**config.mk**
```make
export PLATFORM = sky130hd
export DESIGN_NAME = tero_sequencer
export DESIGN_NICKNAME = d
export VERILOG_FILES = /design/src/rtl/tero_sequencer.sv
export SDC_FILE = /design/constraint.sdc
export NUM_CORES = 1
export LEC_CHECK = 0
export BUFFER_PORTS_ARGS = -buffer_cell sky130_fd_sc_hd__buf_4
export CORE_ASPECT_RATIO = 0.9
export CORE_MARGIN = 3
export CORE_UTILIZATION = 45
export DETAILED_ROUTE_END_ITERATION = 8
export MAX_ROUTING_LAYER = met4
export PLACE_DENSITY = 0.76
export RECOVER_POWER = 25
export SETUP_SLACK_MARGIN = 0.3
export SYNTH_ARGS = -nofsm -noshare
export SYNTH_HDL_FRONTEND = slang
export SYNTH_SLANG_ARGS = --single-unit
```
**constraint.sdc**
```tcl
create_clock -name CLK -period 3.2 [get_ports CLK]
set_input_delay 0.64 -clock CLK [delete_from_list [all_inputs] [get_ports CLK]]
set_output_delay 0.64 -clock CLK [all_outputs]
set_load 0.05 [all_outputs]
```
**src/rtl/tero_sequencer.sv**
```systemverilog
// Round-robin measurement sequencer for a bank of TERO cells: clear the shared
// counter, excite one cell, settle, capture the count and hand it to the converter.
module tero_sequencer #(
    parameter int NUM_CH     = 4,
    parameter int CH_W       = 2,
    parameter int ON_CYC     = 64,
    parameter int SETTLE_CYC = 8
) (
    input  logic              CLK,
    input  logic              RST,
    input  logic              RUN,
    input  logic [NUM_CH-1:0] CH_MASK,
    input  logic [7:0]        CNT_IN,
    input  logic              STALL,
    output logic [NUM_CH-1:0] TERO_EN,
    output logic              TERO_CLR,
    output logic [CH_W-1:0]   CH,
    output logic [7:0]        DOUT,
    output logic              WE,
    output logic              BUSY,
    output logic [15:0]       TRIALS
);

    localparam int MAX_CYC = (ON_CYC > SETTLE_CYC) ? ON_CYC : SETTLE_CYC;
    localparam int PH_W    = (MAX_CYC > 1) ? $clog2(MAX_CYC) : 1;

    typedef enum logic [2:0] {
        IDLE   = 3'd0,
        CLEAR  = 3'd1,
        OSC    = 3'd2,
        SETTLE = 3'd3,
        EMIT   = 3'd4
    } state_t;

    state_t            state_q, state_d;
    logic [CH_W-1:0]   ch_q, ch_d;
    logic [CH_W-1:0]   last_q, last_d;
    logic [PH_W-1:0]   phase_q, phase_d;
    logic [7:0]        dout_q, dout_d;
    logic [15:0]       trials_q, trials_d;
    logic              sel_ok;
    logic [CH_W-1:0]   sel_ch;

    // Lowest enabled index above the last pointer, wrapping; k == NUM_CH lands
    // back on the last cell itself, which covers the single-cell reselect case.
    function automatic logic [CH_W-1:0] pick_next(input logic [CH_W-1:0] last,
                                                  input logic [NUM_CH-1:0] mask);
        logic [CH_W-1:0] res;
        logic            found;
        int              idx;
        res   = last;
        found = 1'b0;
        for (int k = 1; k <= NUM_CH; k++) begin
            idx = (int'(last) + k) % NUM_CH;
            if (!found && mask[idx]) begin
                res   = CH_W'(idx);
                found = 1'b1;
            end
        end
        return res;
    endfunction

    assign sel_ok = RUN && (|CH_MASK);
    assign sel_ch = pick_next(last_q, CH_MASK);

    always_ff @(posedge CLK) begin
        if (RST) begin
            state_q  <= IDLE;
            ch_q     <= '0;
            last_q   <= CH_W'(NUM_CH - 1);
            phase_q  <= '0;
            dout_q   <= 8'h00;
            trials_q <= 16'h0000;
        end else begin
            state_q  <= state_d;
            ch_q     <= ch_d;
            last_q   <= last_d;
            phase_q  <= phase_d;
            dout_q   <= dout_d;
            trials_q <= trials_d;
        end
    end

    always_comb begin
        state_d  = state_q;
        ch_d     = ch_q;
        last_d   = last_q;
        phase_d  = phase_q;
        dout_d   = dout_q;
        trials_d = trials_q;
        unique case (state_q)
            IDLE: begin
                if (sel_ok) begin
                    state_d = CLEAR;
                    ch_d    = sel_ch;
                    last_d  = sel_ch;
                end
            end
            CLEAR: begin
                state_d = OSC;
                phase_d = PH_W'(ON_CYC - 1);
            end
            OSC: begin
                if (phase_q == '0) begin
                    state_d = SETTLE;
                    phase_d = PH_W'(SETTLE_CYC - 1);
                end else begin
                    phase_d = phase_q - 1'b1;
                end
            end
            SETTLE: begin
                if (phase_q == '0) begin
                    state_d = EMIT;
                    dout_d  = CNT_IN;
                end else begin
                    phase_d = phase_q - 1'b1;
                end
            end
            EMIT: begin
                // Hold the sample until the converter can take it.
                if (!STALL) begin
                    trials_d = trials_q + 16'd1;
                    if (sel_ok) begin
                        state_d = CLEAR;
                        ch_d    = sel_ch;
                        last_d  = sel_ch;
                    end else begin
                        state_d = IDLE;
                    end
                end
            end
            default: state_d = IDLE;
        endcase
    end

    assign TERO_EN  = (state_q == OSC) ? (NUM_CH'(1) << ch_q) : '0;
    assign TERO_CLR = (state_q == CLEAR);
    assign WE       = (state_q == EMIT) && !STALL;
    assign BUSY     = (state_q != IDLE);
    assign CH       = ch_q;
    assign DOUT     = dout_q;
    assign TRIALS   = trials_q;

endmodule
```
==> run metrics <==
Synth cell types 47; main combinational cell family by area after synthesis simple AND/OR/NAND/NOR gates; Site Rows 21; Clk pwr share 32.7%; CTS root buffer clkbuf_8; worst skew pair latency 0.29 ns; port buffer count 48; remaining antenna violation count 0; top-count cell post-synth dfxtp_1; grt total ovfl 0; Critical Path End Type output port; Post-CTS Setup Inserts 0; post-synthesis simple-gate area fraction 29.3%; CTS tree yes; sequential area share after synthesis 39.5%; Worst Tran Pin Value 0.616 ns; Pwr per Cell Area 531 mW/mm²; initial drt markers 171; Synth Area in Adders 1.34%; run status finished, final reports clean; sw frac 31.6%; # resized after CTS 0; Leak 0.844 nW; CTS Sinks 37; RePlAce Congestion 0.852; Overall Power 1.22 mW; CP Class flop to output port; dpl cells 306; Final Cycle Share 75.5%; sequential share of power 44.0%; Synth Instances 222; htree depth 2; clock transition at the registers of the reported paths 0.07 ns; pin count of the biggest net entering global routing 38; DRC viols 0; Hold Path Class flop to flop; top_reg_cell synth dfxtp_1; Max rail drop VDD 0.264 mV; number of max-cap violations 0; RSZ-0062 raised after global routing false; mapped cell area 0.00187 mm²; effective utilization at floorplan 48.5%; Die H 67.2 µm; via/cell ratio 5.52; CTS max path bufs 2; Switch Pwr 386 µW; Slew HR 59.1%; crit path time final 2.42 ns; crit path launch type flop; diode count 0; Core ar. 0.00386 mm²; worst endpoint required time 2.56 ns; Int Power 837 µW; syn avg cell area 8.44 µm²; proportion of layout cells with a drive suffix above 1 17.5%; Post-DP HPWL 2910 µm; xor and xnor area share after synthesis 4.68%; initial antenna violation count 0; Clock Skew 0.00779 ns; Syn Nets 240; Boundary Pins 49; #FFs+latches synth 37; drt first pass iters 4; Area Overhead vs Synth 23.0%; Final setup viols 0; largest area contributor in the netlist dfxtp_1; Fin. Hold Viols 0; Max Clock Freq 414 MHz; Critical Path Fanout Max 12; fill count 358; Async S/R FF share, synth 0%; Comb pwr share 23.3%; Final Max Tran Viols 0; CTS buffer count 5; Net count, final 285; WHS Path Cells 2; worst path arrival time 1.78 ns; Synth Area in Compound Gates 15.5%; routed vias 1733; Finished Layout Cells 314; CTS Hold Bufs 0; EDFF count, synth 0; first-pass GRT wire length 6600 µm; share of the synthesized area in the top cell type 39.5%; Die Area 0.00497 mm²; setup TNS 0 ns; R2R cell count 4; leading post-synthesis cells by cell area dfxtp_1 40%, nor2_1 6.0%, mux2i_1 4.8%, xnor2_1 3.7%, a21oi_1 3.2%; WL/cell 13.1 µm; drt total wl 4110 µm; gr usage total 17.2%; commonest cells in the netlist 37 x dfxtp_1, 30 x nor2_1, 12 x a21oi_1, 11 x nand2_1, 11 x o21ai_0; mux contribution to synthesized area 4.81%; vias in the first global route 1494; Ys Warns 0; Die X 74.0 µm
## metal layers
| layer | routed length [µm] | vias up | track usage, % |
|---|---|---|---|
| met5 | 0 | - | - |
| met4 | 28 | 0 | 4.07 |
| met3 | 167 | 4 | 3.57 |
| met2 | 1880 | 34 | 25.8 |
| met1 | 2030 | 797 | 23.7 |
| li1 | - | 898 | - |
## area by class of cell
cell class                 count  area, µm²  area share, %
multi-input combinational    164       1050           45.5
sequential                    37        741           32.2
timing repair buffer          49        308           13.4
clock buffer                   6       72.6           3.15
tap                           46       57.6           2.50
clock inverter                 2       38.8           1.68
inverter                      10       37.5           1.63
## power groups by stage
stage,sequential [mW],combinational [mW],clock (mW)
after floorplan,0.543,0.213,0
after detailed placement,0.546,0.284,0
after global placement,0.546,0.282,0
after CTS,0.536,0.286,0.408
final,0.538,0.286,0.400
after global routing,0.544,0.314,0.426
## path summary, 6_finish.rpt
kind / slack [ns] / end / from
setup / recovery: 0.78 / WE / state_q[2]
hold / removal: 0.48 / TRIALS[15] / TRIALS[15]
setup reg to reg: 0.98 / TRIALS[15] / state_q[2]
hold reg to reg: 0.48 / TRIALS[15] / TRIALS[15]
## flip-flops by register name (all words and copies together) (netlist names)
register and flops:
CH 2, DOUT 8, TRIALS 16, last_q 2
phase_q 6, state_q 3
## through the flow
stage | area, µm² | setup WS (ns) | util (%) | hold WS (ns)
floorplan | 1870 | 0.215 | - | 0.446
global placement | 2250 | 0.767 | 58.3 | 0.463
detailed placement | 2250 | 0.747 | 58.3 | 0.469
CTS | 2360 | 0.780 | 61.2 | 0.482
global route | 2300 | 0.700 | 59.6 | 0.510
finish | 2300 | 0.784 | 59.6 | 0.483
## worst max-delay path, cell delays in order (launching register included)
cell,delay [ns]
dfxtp_1,0.49
or4b_4,0.59
inv_1,0.18
buf_4,0.23
## cells by family (layout without fill, tap and decap cells)
kind of cell	Yosys count	in the layout
fa+ha+maj	2	2
simple gates	100	100
buf+inv	21	67
mux	9	9
flops	37	37
xor+xnor	10	10
compound gates	43	43
## placed cells by master, fill, tap and decap left out, types with 3 or more instances in the layout
cell      synthesis  routed
buf_4             0      33
or3_1             6       6
nand2b_1          3       3
inv_1            10      10
nor3_1            9       9
nor4_1            7       6
nand4_1           3       3
nor2_1           30      30
xnor2_1           8       8
nor4b_1           4       4
nand2_1          11      11
nand3_1           7       7
a311oi_1          3       3
mux2i_1           9       9
and4_1            3       3
nor3b_1           3       3
o21ai_0          11      11
clkbuf_8          0       5
dfxtp_1          37      37
a21oi_1          12      12
clkbuf_1          6      17
Note: power is estimated with default switching activity, not from simulation.
